<file path="src/rtl/bip_acc_datapath_pkg.sv">
// Shared encodings for the BIP accumulator datapath: opcodes, ACC source
// selects, flag bit positions and the multiplier FSM states.
package bip_dp_pkg;

  localparam logic [2:0] OP_ADD = 3'b000;
  localparam logic [2:0] OP_SUB = 3'b001;
  localparam logic [2:0] OP_AND = 3'b010;
  localparam logic [2:0] OP_OR  = 3'b011;
  localparam logic [2:0] OP_XOR = 3'b100;
  localparam logic [2:0] OP_SHL = 3'b101;
  localparam logic [2:0] OP_SAR = 3'b110;
  localparam logic [2:0] OP_MUL = 3'b111;

  localparam logic [1:0] SELA_DM  = 2'b00;
  localparam logic [1:0] SELA_IMM = 2'b01;
  localparam logic [1:0] SELA_ALU = 2'b10;
  localparam logic [1:0] SELA_RSV = 2'b11;

  localparam int FLAG_Z = 3;
  localparam int FLAG_N = 2;
  localparam int FLAG_C = 1;
  localparam int FLAG_V = 0;

  typedef enum logic {
    ST_IDLE = 1'b0,
    ST_MUL  = 1'b1
  } state_e;

endpackage

</file>
<file path="src/rtl/bip_acc_datapath_alu.sv">
// Combinational single-cycle ALU (opcodes 000-110) with {Z,N,C,V} generation.
module bip_alu
  import bip_dp_pkg::*;
#(
  parameter int DATA_W = 16
) (
  input  logic [DATA_W-1:0] i_a,
  input  logic [DATA_W-1:0] i_b,
  input  logic [2:0]        i_op,
  output logic [DATA_W-1:0] o_y,
  output logic [3:0]        o_flags
);

  localparam int MSB = DATA_W - 1;

  logic [DATA_W:0] w_sum;
  logic [DATA_W:0] w_dif;
  logic            w_c;
  logic            w_v;

  // Top bit of the extended difference is the unsigned borrow.
  assign w_sum = {1'b0, i_a} + {1'b0, i_b};
  assign w_dif = {1'b0, i_a} - {1'b0, i_b};

  // Result and flag selection per opcode.
  always_comb begin
    o_y = {DATA_W{1'b0}};
    w_c = 1'b0;
    w_v = 1'b0;
    case (i_op)
      OP_ADD: begin
        o_y = w_sum[MSB:0];
        w_c = w_sum[DATA_W];
        w_v = (i_a[MSB] == i_b[MSB]) && (w_sum[MSB] != i_a[MSB]);
      end
      OP_SUB: begin
        o_y = w_dif[MSB:0];
        w_c = w_dif[DATA_W];
        w_v = (i_a[MSB] != i_b[MSB]) && (w_dif[MSB] != i_a[MSB]);
      end
      OP_AND: o_y = i_a & i_b;
      OP_OR:  o_y = i_a | i_b;
      OP_XOR: o_y = i_a ^ i_b;
      OP_SHL: begin
        o_y = {i_a[MSB-1:0], 1'b0};
        w_c = i_a[MSB];
      end
      OP_SAR: begin
        o_y = {i_a[MSB], i_a[MSB:1]};
        w_c = i_a[0];
      end
      default: o_y = {DATA_W{1'b0}};
    endcase
    o_flags         = 4'b0000;
    o_flags[FLAG_Z] = (o_y == {DATA_W{1'b0}});
    o_flags[FLAG_N] = o_y[MSB];
    o_flags[FLAG_C] = w_c;
    o_flags[FLAG_V] = w_v;
  end

endmodule

</file>
<file path="src/rtl/bip_acc_datapath.sv">
// BIP accumulator datapath: operand mux/extension, ACC and FLAGS registers,
// single-cycle ALU path and a DATA_W-cycle shift-add multiplier.
module bip_acc_datapath
  import bip_dp_pkg::*;
#(
  parameter int DATA_W    = 16,
  parameter int OPERAND_W = 11,
  parameter bit SIGN_EXT  = 1'b0
) (
  input  logic                 i_clk,
  input  logic                 i_reset_n,
  input  logic [OPERAND_W-1:0] i_operand,
  input  logic [DATA_W-1:0]    i_dm,
  input  logic [1:0]           i_sel_a,
  input  logic                 i_sel_b,
  input  logic                 i_wr_acc,
  input  logic [2:0]           i_op,
  output logic [DATA_W-1:0]    o_acc,
  output logic [3:0]           o_flags,
  output logic                 o_busy,
  output logic                 o_done,
  output logic [OPERAND_W-1:0] o_operand
);

  localparam int EXT_W = DATA_W - OPERAND_W;
  localparam int CNT_W = $clog2(DATA_W);
  localparam int PW    = 2 * DATA_W;

  state_e              r_state;
  logic [DATA_W-1:0]   r_acc;
  logic [3:0]          r_flags;
  logic                r_done;
  logic [PW-1:0]       r_prod;
  logic [PW-1:0]       r_mcand;
  logic [DATA_W-1:0]   r_mplier;
  logic [CNT_W-1:0]    r_cnt;

  state_e              w_state_nxt;
  logic [DATA_W-1:0]   w_acc_nxt;
  logic [3:0]          w_flags_nxt;
  logic                w_done_nxt;
  logic [PW-1:0]       w_prod_nxt;
  logic [PW-1:0]       w_mcand_nxt;
  logic [DATA_W-1:0]   w_mplier_nxt;
  logic [CNT_W-1:0]    w_cnt_nxt;

  logic [DATA_W-1:0]   w_ext;
  logic [DATA_W-1:0]   w_b;
  logic [DATA_W-1:0]   w_alu_y;
  logic [3:0]          w_alu_flags;
  logic [PW-1:0]       w_step;

  function automatic logic [1:0] zn_of(input logic [DATA_W-1:0] v);
    return {(v == {DATA_W{1'b0}}), v[DATA_W-1]};
  endfunction

  assign w_ext = SIGN_EXT ? {{EXT_W{i_operand[OPERAND_W-1]}}, i_operand}
                          : {{EXT_W{1'b0}}, i_operand};
  assign w_b   = i_sel_b ? i_dm : w_ext;
  // One shift-add iteration: add the shifted multiplicand when the current multiplier bit is set.
  assign w_step = r_prod + (r_mplier[0] ? r_mcand : {PW{1'b0}});

  bip_alu #(.DATA_W(DATA_W)) u_alu (
    .i_a     (r_acc),
    .i_b     (w_b),
    .i_op    (i_op),
    .o_y     (w_alu_y),
    .o_flags (w_alu_flags)
  );

  // Next-state, accumulator and multiplier register updates.
  always_comb begin
    w_state_nxt  = r_state;
    w_acc_nxt    = r_acc;
    w_flags_nxt  = r_flags;
    w_done_nxt   = 1'b0;
    w_prod_nxt   = r_prod;
    w_mcand_nxt  = r_mcand;
    w_mplier_nxt = r_mplier;
    w_cnt_nxt    = r_cnt;
    case (r_state)
      ST_IDLE: begin
        if (i_wr_acc) begin
          case (i_sel_a)
            SELA_DM: begin
              w_acc_nxt                   = i_dm;
              w_flags_nxt[FLAG_Z:FLAG_N]  = zn_of(i_dm);
            end
            SELA_IMM: begin
              w_acc_nxt                   = w_ext;
              w_flags_nxt[FLAG_Z:FLAG_N]  = zn_of(w_ext);
            end
            SELA_ALU: begin
              if (i_op == OP_MUL) begin
                w_state_nxt  = ST_MUL;
                w_prod_nxt   = {PW{1'b0}};
                w_mcand_nxt  = {{DATA_W{1'b0}}, r_acc};
                w_mplier_nxt = w_b;
                w_cnt_nxt    = {CNT_W{1'b0}};
              end else begin
                w_acc_nxt   = w_alu_y;
                w_flags_nxt = w_alu_flags;
              end
            end
            default: w_acc_nxt = r_acc;
          endcase
        end else begin
          w_acc_nxt = r_acc;
        end
      end
      ST_MUL: begin
        w_prod_nxt   = w_step;
        w_mcand_nxt  = {r_mcand[PW-2:0], 1'b0};
        w_mplier_nxt = {1'b0, r_mplier[DATA_W-1:1]};
        w_cnt_nxt    = r_cnt + CNT_W'(1);
        if (r_cnt == CNT_W'(DATA_W - 1)) begin
          w_state_nxt                = ST_IDLE;
          w_done_nxt                 = 1'b1;
          w_acc_nxt                  = w_step[DATA_W-1:0];
          w_flags_nxt[FLAG_Z:FLAG_N] = zn_of(w_step[DATA_W-1:0]);
          w_flags_nxt[FLAG_C]        = |w_step[PW-1:DATA_W];
          w_flags_nxt[FLAG_V]        = 1'b0;
        end else begin
          w_state_nxt = ST_MUL;
        end
      end
      default: w_state_nxt = ST_IDLE;
    endcase
  end

  // State and datapath registers with synchronous active-low reset.
  always_ff @(posedge i_clk) begin
    if (!i_reset_n) begin
      r_state  <= ST_IDLE;
      r_acc    <= {DATA_W{1'b0}};
      r_flags  <= 4'b0000;
      r_done   <= 1'b0;
      r_prod   <= {PW{1'b0}};
      r_mcand  <= {PW{1'b0}};
      r_mplier <= {DATA_W{1'b0}};
      r_cnt    <= {CNT_W{1'b0}};
    end else begin
      r_state  <= w_state_nxt;
      r_acc    <= w_acc_nxt;
      r_flags  <= w_flags_nxt;
      r_done   <= w_done_nxt;
      r_prod   <= w_prod_nxt;
      r_mcand  <= w_mcand_nxt;
      r_mplier <= w_mplier_nxt;
      r_cnt    <= w_cnt_nxt;
    end
  end

  assign o_acc     = r_acc;
  assign o_flags   = r_flags;
  assign o_busy    = (r_state == ST_MUL);
  assign o_done    = r_done;
  assign o_operand = i_operand;

endmodule

</file>
<file path="config.mk">
export PLATFORM = sky130hd
export DESIGN_NAME = bip_acc_datapath
export DESIGN_NICKNAME = d
export VERILOG_FILES = /design/src/rtl/bip_acc_datapath_pkg.sv /design/src/rtl/bip_acc_datapath_alu.sv /design/src/rtl/bip_acc_datapath.sv
export SDC_FILE = /design/constraint.sdc
export NUM_CORES = 1
export LEC_CHECK = 0
export ABC_AREA = 1
export BUFFER_PORTS_ARGS = -buffer_cell sky130_fd_sc_hd__buf_2
export CAP_MARGIN = 20
export CORE_MARGIN = 4
export CORE_UTILIZATION = 55
export CTS_BUF_LIST = sky130_fd_sc_hd__clkbuf_8
export DETAILED_ROUTE_END_ITERATION = 7
export PLACE_DENSITY = 0.74
export SLEW_MARGIN = 20
export SYNTH_ARGS = -nofsm -noshare
export SYNTH_HDL_FRONTEND = slang
export SYNTH_SLANG_ARGS = --single-unit
</file>
<file path="constraint.sdc">
create_clock -name i_clk -period 6.4 [get_ports i_clk]
set_input_delay 0.64 -clock i_clk [delete_from_list [all_inputs] [get_ports i_clk]]
set_output_delay 0.64 -clock i_clk [all_outputs]
set_load 0.01 [all_outputs]
</file>
Yosys cells after proc, flatten, opt, wreduce, memory -nomap -nowiden
Index checks and enable logic that the tools add are counted.

word-level totals
  logic and storage cells = 89
  input port bits = 36
  output and inout port bits = 33
  bits in registers = 106

cells by class
  bitwise gates (word level) = 4
  multiplexer cells = 38
  eq/ne operators = 21
  reductions and logical operators = 13
  add/sub/neg operators = 4

operators by type and width
  cell                                                             count
  32-bit two-way mux                                               7
  32-bit case mux with 2 select lines                              2
  16-bit two-way mux                                               7
  16-bit case mux with 7 select lines                              1
  16-bit logical NOT                                               4
  16-bit case mux with 2 select lines                              2
  16-bit case mux with 3 select lines                              1
  32-bit adder                                                     1
  4-bit two-way mux                                                6
  16-bit by 16-bit adder with 17-bit output                        1
  16-bit by 16-bit subtractor with 17-bit output                   1
  16-bit AND                                                       1
  16-bit OR                                                        1
  4-bit case mux with 2 select lines                               2
  16-bit OR reduction                                              1
  16-bit XOR                                                       1
  3-bit == test, second input constant                             4
  4-bit AND reduction                                              2
  3-bit by 2-bit == test with 1-bit output, second input constant  2
  2-bit inequality test, second input constant                     3
  2-bit case mux with 3 select lines                               1
  1-bit two-way mux                                                5
  4-bit by 1-bit adder with 4-bit output, second input constant    1
  4-bit == test, second input constant                             1
  other kinds (17)                                                 22

Depth between registers and ports, before layout
Gate-level depths: netlist (run 1).

  depth after elaboration = 9
  mapped depth = 27
  depth with buffers taken out = 26

Hierarchy
A second synthesis (run 1) with hierarchy kept.

unflattened totals
  cells, all modules = 1816
  area, all modules = 10508.8 µm²

by module, submodules not included
  module            area an instance (µm²)  instances  cells each  seq. area each (µm²)
  bip_acc_datapath  7379.6                  1          1210        2122.0
  bip_alu           3129.3                  1          606         0.0

Worst setup path after synthesis (run 1)
Ideal clock, no wire load.

  kind = input to register
  start = input i_sel_b
  end = register r_flags[3] (netlist: o_flags[3])
  arrival time = 3.233 ns
  slack = 3.097 ns
  cell stages on the path = 26
  path buffers = 2
  cell sequence = clkbuf_1 clkbuf_1 o21ai_0 inv_1 ha_1 inv_1 fa_1 inv_1 nand3_1 nand2_1 nand2_1 nand2_1 nand2_1 nand2_1 nand2_1 nand2_1 nor2_1 nor2_1 nand2_1 nor2_1 nand3_1 nand2_1 nand2_1 nand2_1 nand2_1 a21oi_1

between the ends
  longest elaborated chain between the ends = 8

RTL lines
  element                                                                 RTL line                    RTL
  from (decl)                                                             bip_acc_datapath.sv:15      input logic i_sel_b,
  16-bit two-way mux *                                                    bip_acc_datapath.sv:59      assign w_b = i_sel_b ? i_dm : w_ext;
  16-bit by 16-bit subtractor with 17-bit output (tied with other cells)  bip_acc_datapath_alu.sv:23  assign w_dif = {1'b0, i_a} - {1'b0, i_b};
  16-bit case mux with 7 select lines *                                   bip_acc_datapath_alu.sv:30  case (i_op)
  16-bit logical NOT *                                                    bip_acc_datapath_alu.sv:55  o_flags[FLAG_Z] = (o_y == {DATA_W{1'b0}});
  4-bit two-way mux *                                                     bip_acc_datapath.sv:94      if (i_op == OP_MUL) begin
  2-bit case mux with 3 select lines *                                    bip_acc_datapath.sv:84      case (i_sel_a)
  4-bit two-way mux *                                                     bip_acc_datapath.sv:83      if (i_wr_acc) begin
  4-bit case mux with 2 select lines *                                    bip_acc_datapath.sv:81      case (r_state)
  to (signal assigned)                                                    bip_acc_datapath.sv:145     r_flags <= w_flags_nxt;
  to (decl)                                                               bip_acc_datapath.sv:31      logic [3:0] r_flags;

Every way passes the cells marked *; elsewhere a longest branch is shown, timed or not. The select of a mux whose other input is x is not followed.
A chain may end at the register's enable or synchronous reset.

Worst setup path in the final report (run 1)
Ends and elaborated chain as after synthesis.

==> results.json, run 1 <==
{
  "clock_sinks": 105,
  "final_common_cell": "nand2_1",
  "synth_seq_cells": 105,
  "post-place-ws_ns": 2.611,
  "hold_viol": 0,
  "dieArea_sq_um": 20100,
  "drt_first_pass_iters": 6,
  "synth-seq-area-share_pct": 21.36,
  "area_delta_synth_final_pct": 5.530,
  "finalWorstPathRequiredPeriod_ns": 3.512,
  "cts_hold_buf": 0,
  "p_sw_share_pct": 39.49,
  "wl_per_cell_um": 18.12,
  "grt_max_degree": 66,
  "setup_tns_ns": 0,
  "netlist_area_sq_um": 9843,
  "cap_violations": 0,
  "initial_utilization_pct": 56.52,
  "fin_area_sq_um": 10390,
  "finalClockSkew_ns": 0.01302,
  "startpoint_type": "input port",
  "yosysWarnings": 0,
  "h-tree-depth": 3,
  "arrival_ns": 3.83,
  "synthTopCellsByArea": "dfxtp_1, nand2_1, ha_1, inv_1, nand3_1",
  "seqPwrFrac_pct": 43.4,
  "total_power_mw": 1.600,
  "synthFlopType": "dfxtp_1",
  "viasPerCell": 5.844,
  "comb_power_share_pct": 31.0,
  "post_cts_buffers": 0,
  "r2r_slack_ns": 3.07,
  "synth-async-reset-ratio_pct": 0,
  "route.detailed.drc": 0,
  "status": "complete, no violations",
  "use_met3_pct": 5.325,
  "rsz0062_at_grt": "false",
  "overflow": 0,
  "fin_ws_ns": 2.888,
  "num_vias": 10930,
  "tightest_slew_ns": 0.9284,
  "fin_nets": 1775,
  "crit_fanout": 27,
  "num-fill-cells": 1814,
  "cts_tree": "yes",
  "use_met1_pct": 51.06,
  "p_switching_mw": 0.6319,
  "layout-drive-gt1-share_pct": 7.599,
  "endpoint_kind": "flip-flop",
  "final_antenna_net_count": 0,
  "synth_top_area_share_pct": 21.36,
  "max_freq_ghz": 0.2847,
  "busiest_layer": "met1",
  "cts_buffers": 9,
  "wl_um": 33890,
  "synth_area_per_cell_sq_um": 6.080,
  "powerDensity_nw_per_um2": 154.1,
  "cts_resized": 0,
  "first_global_vias": 9933,
  "internal_power_mw": 0.9684,
  "hp-class": "reg2reg",
  "drtIter0Drc": 1184,
  "slew_headroom_pct": 38.04,
  "hpwl_um": 26430,
  "routabilityCongestion": 1.013,
  "path_clk_slew_ns": 0.11,
  "period_share_pct": 54.87,
  "grt_util_met2_pct": 47.08,
  "track_usage_pct": 33.01,
  "ir_drop_uv": 165.9,
  "place_area_sq_um": 10200,
  "diodes": 0,
  "synth.largest_area_cell": "dfxtp_1",
  "die_x_um": 141.8,
  "synth_nets": 1754,
  "cts_buffer_depth": 2,
  "final_cell_mix": "nand2_1, inv_1, nor2_1, nand3_1, dfxtp_1",
  "slew_viol_final": 0,
  "required_ns": 6.72,
  "portBuffers": 68,
  "die_y_um": 141.8,
  "coreArea_sq_um": 17420,
  "setup_viol": 0,
  "synth-edff-count": 0,
  "clkLatencyLatePin_ns": 0.38,
  "ys_types": 44,
  "rows": 48,
  "root_buffer": "clkbuf_8",
  "p_clk_share_pct": 25.6,
  "critPathKind": "in2reg",
  "power_leakage_nw": 5.190,
  "netlist_instances": 1619,
  "io_pins": 69,
  "grt_antenna_before_repair": 0,
  "grt_pass1_wl_um": 53140
}
-- flip-flops by register name (all words and copies together) (netlist names) --
register	cells
r_mcand	32
r_cnt	4
o_busy	1
o_done	1
o_flags	4
o_acc	15
r_prod	32
r_mplier	16
-- final timing paths --
check	from	to	depth (start not counted)
worst max register to register	r_mplier[0]	o_flags[1]	18
worst min-delay path	r_mplier[15]	r_mplier[15]	2
worst min register to register	r_mplier[15]	r_mplier[15]	2
worst max-delay path	i_sel_b	o_flags[3]	23
-- worst max-delay path: stages --
cell,delay [ns]
buf_2,0.38
o21ai_0,0.22
inv_1,0.14
ha_1,0.23
inv_1,0.07
fa_1,0.38
inv_1,0.17
nand3_1,0.12
nand2_1,0.17
nand2_1,0.10
nand2_1,0.07
nand2_1,0.04
nand3_1,0.06
nand3_1,0.17
nor2_1,0.14
nand3_1,0.14
nor2_1,0.12
nand3_1,0.07
nand2_1,0.06
nand2_1,0.05
nand2_1,0.07
nand2_1,0.05
a21oi_1,0.15
-- routing by layer --
metal  routed length, um  up-vias
met3                3340       52
li1                    -     5344
met5                   0        -
met1               16150     5002
met2               13640      531
met4                 750        0
-- cells in the mapped netlist (6+ instances only) --
master    count
a21oi_1      95
a22oi_1       6
a31oi_1      39
a32o_1       17
buf_2         6
buf_4        18
clkbuf_1     37
dfxtp_1     105
ha_1         96
inv_1       219
inv_2         7
nand2_1     495
nand3_1     110
nand3b_1      9
nand4_1      22
nor2_1      117
nor3_1       20
nor4_1        8
o21ai_0      73
o21ai_1       7
o22ai_1      35
or2_2        14
xor2_1       14
-- power groups by stage --
stage                     Sequential (mW)  Clock [mW]  Combinational (mW)
after floorplan                     0.701           0               0.335
after global routing                0.697       0.439               0.549
after global placement              0.709           0               0.479
after CTS                           0.694       0.414               0.482
final                               0.695       0.409               0.496
after detailed placement            0.709           0               0.479
-- kinds of logic (layout without fill, tap and decap cells) --
family | count (synthesis) | count (layout) | share of synthesized area, %
AO/OA/AOI/OAI | 298 | 298 | 17.92
XOR/XNOR | 17 | 17 | 1.513
adder cells (fa/ha/maj) | 99 | 99 | 12.81
AND/OR/NAND/NOR | 804 | 804 | 34.27
buffers and inverters | 296 | 322 | 12.13
flip-flops | 105 | 105 | 21.36
-- through the flow --
stage / utilization (%) / std cells / hold WS, ns
3_5_place_dp: 58.56 / 1854 / 0.4562
5_1_grt: 59.64 / 1870 / 0.5006
4_1_cts: 59.64 / 1870 / 0.4714
2_1_floorplan: - / 1619 / 0.4412
6_report: 59.64 / 1870 / 0.4702
3_3_place_gp: 58.56 / 1854 / 0.4551
-- layout make-up --
type / count / area [sq um] / share of cell area [%]
clock buffers: 9 / 123.9 / 1.192
clock inverters: 7 / 65.06 / 0.6264
inverters: 231 / 867.1 / 8.347
multi-input cells: 1218 / 6554 / 63.09
flip-flops and latches: 105 / 2103 / 20.25
well taps: 225 / 281.5 / 2.710
repair buffers: 75 / 392.9 / 3.782
Note: power is estimated with default switching activity, not from simulation.
==> inputs of run 2 (changes only) <==
ABC_AREA = 0   (was 1)
clock period = 3.51 ns   (was 6.4 ns; I/O delays follow)
==> results.json, run 2 <==
{
  "status": "complete, but fails checks",
  "violations": "negative setup slack",
  "synthTopCellsByArea": "dfxtp_1, ha_1, a21oi_1, nor2_1, nand2_1",
  "root_buffer": "clkbuf_8",
  "crit_family": "simple AND/OR/NAND/NOR gates",
  "portBuffers": 68,
  "wl_per_cell_um": 17.95,
  "ir_drop_uv": 207.4,
  "required_ns": 3.79,
  "synth_seq_cells": 105,
  "reg2reg_to": "o_flags[1]",
  "yosysWarnings": 0,
  "hp-class": "in2reg",
  "initial_utilization_pct": 55.90,
  "final_cell_mix": "buf_4, nor2_1, a21oi_1, nand2_1, dfxtp_1",
  "coreArea_sq_um": 16470,
  "synth.most_common_cell": "a21oi_1",
  "drtIter0Drc": 854,
  "cp_cell_sequence": "buf_12 > buf_4 > and2_1 > ha_1 > o21ai_0 > or2b_4 > o31a_1 > buf_4 > or3_2 > a2111oi_4 > nand4_1 > or4_1 > o31a_1",
  "setup_viol": 1,
  "reg2reg_from": "r_mplier[0]",
  "p_clk_share_pct": 26.8,
  "first_global_vias": 9274,
  "finalWorstPathRequiredPeriod_ns": 3.532,
  "seqPwrFrac_pct": 40.7,
  "worst_hold_slack_ns": 0.2816,
  "synth-async-reset-ratio_pct": 0,
  "slew_headroom_pct": 45.19,
  "fin_nets": 1536,
  "die_x_um": 137.4,
  "p_sw_share_pct": 34.51,
  "internal_power_mw": 2.010,
  "power_leakage_nw": 5.209,
  "netlist_area_sq_um": 9205,
  "p_switching_mw": 1.059,
  "crit_fanout": 20,
  "die_y_um": 137.4,
  "synth_nets": 1351,
  "finalClockSkew_ns": 0.02055,
  "setup_tns_ns": -0.02193,
  "track_usage_pct": 30.80,
  "area_delta_synth_final_pct": 23.26,
  "cts_hold_buf": 0,
  "grt_pass1_wl_um": 46770,
  "route.detailed.drc": 0,
  "post-place-ws_ns": -0.2525,
  "ys_types": 79,
  "wl_um": 29190,
  "clkLatencyLatePin_ns": 0.39,
  "fin_cells": 1626,
  "h-tree-depth": 3,
  "comb_power_share_pct": 32.6,
  "place_area_sq_um": 10910,
  "critPathKind": "reg2reg",
  "diodes": 0,
  "slowest_delay_ns": 0.51,
  "slew_viol_final": 0,
  "fin_ws_ns": -0.02193,
  "num_vias": 9911,
  "final_common_cell": "buf_4",
  "hpwl_um": 22780,
  "total_power_mw": 3.070,
  "largest_registers": "r_mcand (32), r_prod (32), r_mplier (16)",
  "cap_violations": 0,
  "busiest_layer": "met2",
  "synth-seq-area-share_pct": 22.84,
  "max_freq_ghz": 0.2831,
  "use_met1_pct": 42.67,
  "fin_util_pct": 68.91,
  "final_antenna_net_count": 0,
  "cts_buffer_depth": 2,
  "cts_buffers": 9,
  "slowest_stage": "or3_2",
  "synthFlopType": "dfxtp_1",
  "r2r_cells": 13,
  "grt_antenna_before_repair": 0,
  "worst-path-buf-inv": 3,
  "synth.largest_area_cell": "dfxtp_1",
  "fin_area_sq_um": 11350,
  "netlist_instances": 1216,
  "drt_first_pass_iters": 5,
  "rsz0062_at_grt": "true",
  "hold_viol": 0,
  "grt_max_degree": 56,
  "routabilityCongestion": 0.9993,
  "powerDensity_nw_per_um2": 270.5,
  "cp_num_cells": 13,
  "tightest_slew_ns": 0.8158,
  "synth_area_per_cell_sq_um": 7.570,
  "overflow": 0,
  "viasPerCell": 6.095,
  "synth_top_area_share_pct": 22.84,
  "path_clk_slew_ns": 0.12,
  "use_met3_pct": 5.625,
  "crit_end": "o_flags[1]",
  "synthTopCellsByCount": "a21oi_1, nor2_1, nand2_1, dfxtp_1, ha_1",
  "clock_sinks": 105,
  "layout-drive-gt1-share_pct": 23.12,
  "startpoint_type": "flip-flop",
  "io_pins": 69,
  "period_share_pct": 100.6,
  "endpoint_kind": "flip-flop",
  "rows": 47,
  "dp.cells": 1609,
  "crit_start": "r_mplier[0]",
  "synth-edff-count": 0,
  "dieArea_sq_um": 18870,
  "cts_tree": "yes",
  "arrival_ns": 3.81,
  "grt_util_met2_pct": 49.35,
  "r2r_slack_ns": -0.02
}
run 2: power groups by stage:
stage | combinational [mW] | sequential, mW | clock [mW]
3_3_place_gp | 0.958 | 1.27 | 0
4_1_cts | 0.974 | 1.25 | 0.839
2_1_floorplan | 0.586 | 1.28 | 0
6_report | 0.999 | 1.25 | 0.821
5_1_grt | 1.09 | 1.25 | 0.875
3_5_place_dp | 0.968 | 1.27 | 0
run 2: worst min-delay path, delay by kind of cell:
kind	cells	cell delay (ns)
AND/OR/NAND/NOR	1	0.07
AO/OA/AOI/OAI	1	0.08
buffers and inverters	1	0.14
run 2: kinds of logic after synthesis:
logic type | synth area share, %
flip-flops | 22.84
multiplexers | 3.439
buffers and inverters | 5.967
AO/OA/AOI/OAI | 29.89
XOR/XNOR | 4.282
adder cells (fa/ha/maj) | 13.70
AND/OR/NAND/NOR | 19.89
run 2: area by class of cell:
| type | instances | area (sq um) |
|---|---|---|
| timing repair buffer | 253 | 1742 |
| tap | 220 | 275.3 |
| fill | 1362 | 5120 |
| sequential | 105 | 2108 |
| clock inverter | 6 | 80.08 |
| inverter | 55 | 206.4 |
| clock buffer | 10 | 137.6 |
| multi-input combinational | 977 | 6797 |
run 2: worst min path at each step:
| stage | from | end | slack, ns | cells past startpoint |
|---|---|---|---|---|
| after floorplan | r_prod[18] | r_prod[18] | 0.43 | 2 |
| after global placement | r_mplier[15] | r_mplier[15] | 0.44 | 2 |
| after detailed placement | r_mplier[15] | r_mplier[15] | 0.45 | 2 |
| after CTS | i_dm[12] | o_acc[12] | 0.26 | 3 |
| after global routing | i_dm[13] | o_acc[13] | 0.27 | 3 |
| final | i_dm[12] | o_acc[12] | 0.28 | 3 |
run 2: per-layer routing:
metal  vias to the layer above  share of wire [%]  wire length [um]
met5                         -                  0                 0
met4                         0                2.7               780
met3                        67                8.4              2458
met2                       445                 45             13260
met1                      4621                 43             12690
li1                       4778                  -                 -
run 2: what timing repair did:
action	4_1_cts	5_1_grt
endpoints found under the setup margin	2	6
pin swaps	8	7
hold endpoints to repair	0	0
gates resized for setup	22	19
setup buffers	1	0
==> inputs of run 3 (changes only) <==
BUFFER_PORTS_ARGS = -buffer_cell sky130_fd_sc_hd__buf_4   (was -buffer_cell sky130_fd_sc_hd__buf_2)
==> results.json, run 3 (synthesis gave the netlist of run 2 again) <==
{
  "grt_pass1_wl_um": 47220,
  "viasPerCell": 6.126,
  "violations": "negative setup slack",
  "root_buffer": "clkbuf_8",
  "status": "complete, but fails checks",
  "p_clk_share_pct": 24.7,
  "rows": 47,
  "worst_hold_slack_ns": 0.2744,
  "first_global_vias": 9208,
  "path_clk_slew_ns": 0.11,
  "slowest_stage": "a2111oi_1",
  "portBuffers": 68,
  "slew_viol_final": 0,
  "initial_utilization_pct": 55.90,
  "coreArea_sq_um": 16470,
  "final_antenna_net_count": 0,
  "drtIter0Drc": 911,
  "fin_util_pct": 68.69,
  "crit_fanout": 14,
  "die_x_um": 137.4,
  "critPathKind": "reg2reg",
  "crit_family": "compound AO/OA/AOI/OAI gates",
  "tightest_slew_ns": 0.7866,
  "clock_sinks": 105,
  "crit_top_cell": "a2111oi_1",
  "cts_buffer_depth": 2,
  "seqPwrFrac_pct": 41.6,
  "rsz0062_at_grt": "true",
  "wl_per_cell_um": 18.23,
  "cts_buffers": 9,
  "required_ns": 3.81,
  "num_vias": 9899,
  "powerDensity_nw_per_um2": 265.7,
  "track_usage_pct": 31.22,
  "clkLatencyLatePin_ns": 0.39,
  "cts_tree": "yes",
  "grt_max_degree": 85,
  "dieArea_sq_um": 18870,
  "internal_power_mw": 1.939,
  "io_pins": 69,
  "period_share_pct": 102.2,
  "setup_viol": 1,
  "largest_registers": "r_mcand (32), r_prod (32), r_mplier (16)",
  "layout-drive-gt1-share_pct": 21.63,
  "worst-path-buf-inv": 1,
  "slew_headroom_pct": 47.16,
  "arrival_ns": 3.88,
  "final_cell_mix": "buf_4, a21oi_1, nor2_1, nand2_1, dfxtp_1",
  "final_common_cell": "buf_4",
  "slowest_delay_ns": 0.47,
  "max_freq_ghz": 0.2788,
  "h-tree-depth": 3,
  "drt_first_pass_iters": 6,
  "cap_violations": 0,
  "hpwl_um": 22960,
  "fin_nets": 1526,
  "startpoint_type": "flip-flop",
  "cts_hold_buf": 0,
  "finalClockSkew_ns": 0.01511,
  "grt_antenna_before_repair": 1,
  "hp-class": "in2reg",
  "area_delta_synth_final_pct": 22.86,
  "route.detailed.drc": 0,
  "finalWorstPathRequiredPeriod_ns": 3.587,
  "comb_power_share_pct": 33.7,
  "hold_viol": 0,
  "routabilityCongestion": 0.9967,
  "p_sw_share_pct": 35.47,
  "ir_drop_uv": 206.8,
  "p_switching_mw": 1.066,
  "power_leakage_nw": 5.136,
  "cp_cell_sequence": "buf_12 > and2_1 > ha_1 > a2111oi_1 > o21ai_2 > a21oi_2 > a211oi_1 > nor3_1 > o21ai_1 > a2111oi_1 > nand4_1 > or4_1 > o31a_1",
  "endpoint_kind": "flip-flop",
  "fin_ws_ns": -0.07655,
  "die_y_um": 137.4,
  "diodes": 0,
  "overflow": 0,
  "wl_um": 29450
}
==> run 3: cell count changes in the layout (fill, tap and decap cells not counted), sizes merged <==
cell | before | now
inv | 56 | 55
clkinvlp | 1 | 2
buf | 253 | 243
clkinv | 3 | 4
bufinv | 1 | 0
==> run 3: power by group through the flow <==
stage	Sequential (mW)	Combinational, mW	Clock, mW
final	1.25	1.01	0.743
after detailed placement	1.28	0.978	0
after global placement	1.28	0.966	0
after floorplan	1.28	0.586	0
after CTS	1.25	0.984	0.752
after global routing	1.25	1.10	0.798
==> run 3: worst min-delay path, cell delays in order <==
cell,delay [ns]
buf_4,0.18
nand2_1,0.07
nor2_1,0.03
==> run 3: routing by layer <==
layer | share of wire [%] | wire length, um | GRT usage, % | vias to the layer above
met5 | 0.031 | 9 | 0 | -
met2 | 45 | 13180 | 50.54 | 421
met4 | 2.6 | 770 | 8.149 | 2
met1 | 44 | 13040 | 42.30 | 4659
li1 | - | - | - | 4752
met3 | 8.3 | 2451 | 6.611 | 65
==> run 3: final cells by class <==
cell class              instances  area (sq um)
multi-input cells             977          6698
fillers                      1456          5156
flip-flops and latches        105          2108
repair buffers                243          1837
well taps                     220         275.3
inverters                      55         206.4
clock buffers                  10         137.6
clock inverters                 6         47.55
==> run 3: timing repair <==
item / 4_1_cts / 5_1_grt
buffers inserted: 0 / 0
endpoints found under the setup margin: 2 / 6
resized for setup: 9 / 13
gates cloned: 0 / 0
pin swaps: 2 / 1
==> run 3: metrics by stage <==
stage	setup WS (ns)	cell area (sq um)	cells	setup TNS [ns]	power [mW]
finish	-0.07655	11310	1616	-0.07655	3.005
global route	-0.2816	11310	1616	-0.4100	3.155
CTS	-0.02598	11240	1616	-0.02598	2.985
detailed placement	-0.1699	11010	1600	-0.5078	2.255
global placement	-0.1218	11010	1600	-0.2123	2.242
floorplan	-0.01928	9234	1216	-0.01928	1.867
==> run 3: final timing paths <==
path / from / end / slack [ns] / cells past startpoint
setup / recovery: r_mplier[0] / o_flags[1] / -0.08 / 13
hold reg to reg: r_prod[6] / r_prod[6] / 0.46 / 2
setup reg to reg: r_mplier[0] / o_flags[1] / -0.08 / 13
hold / removal: i_reset_n / o_busy / 0.27 / 3
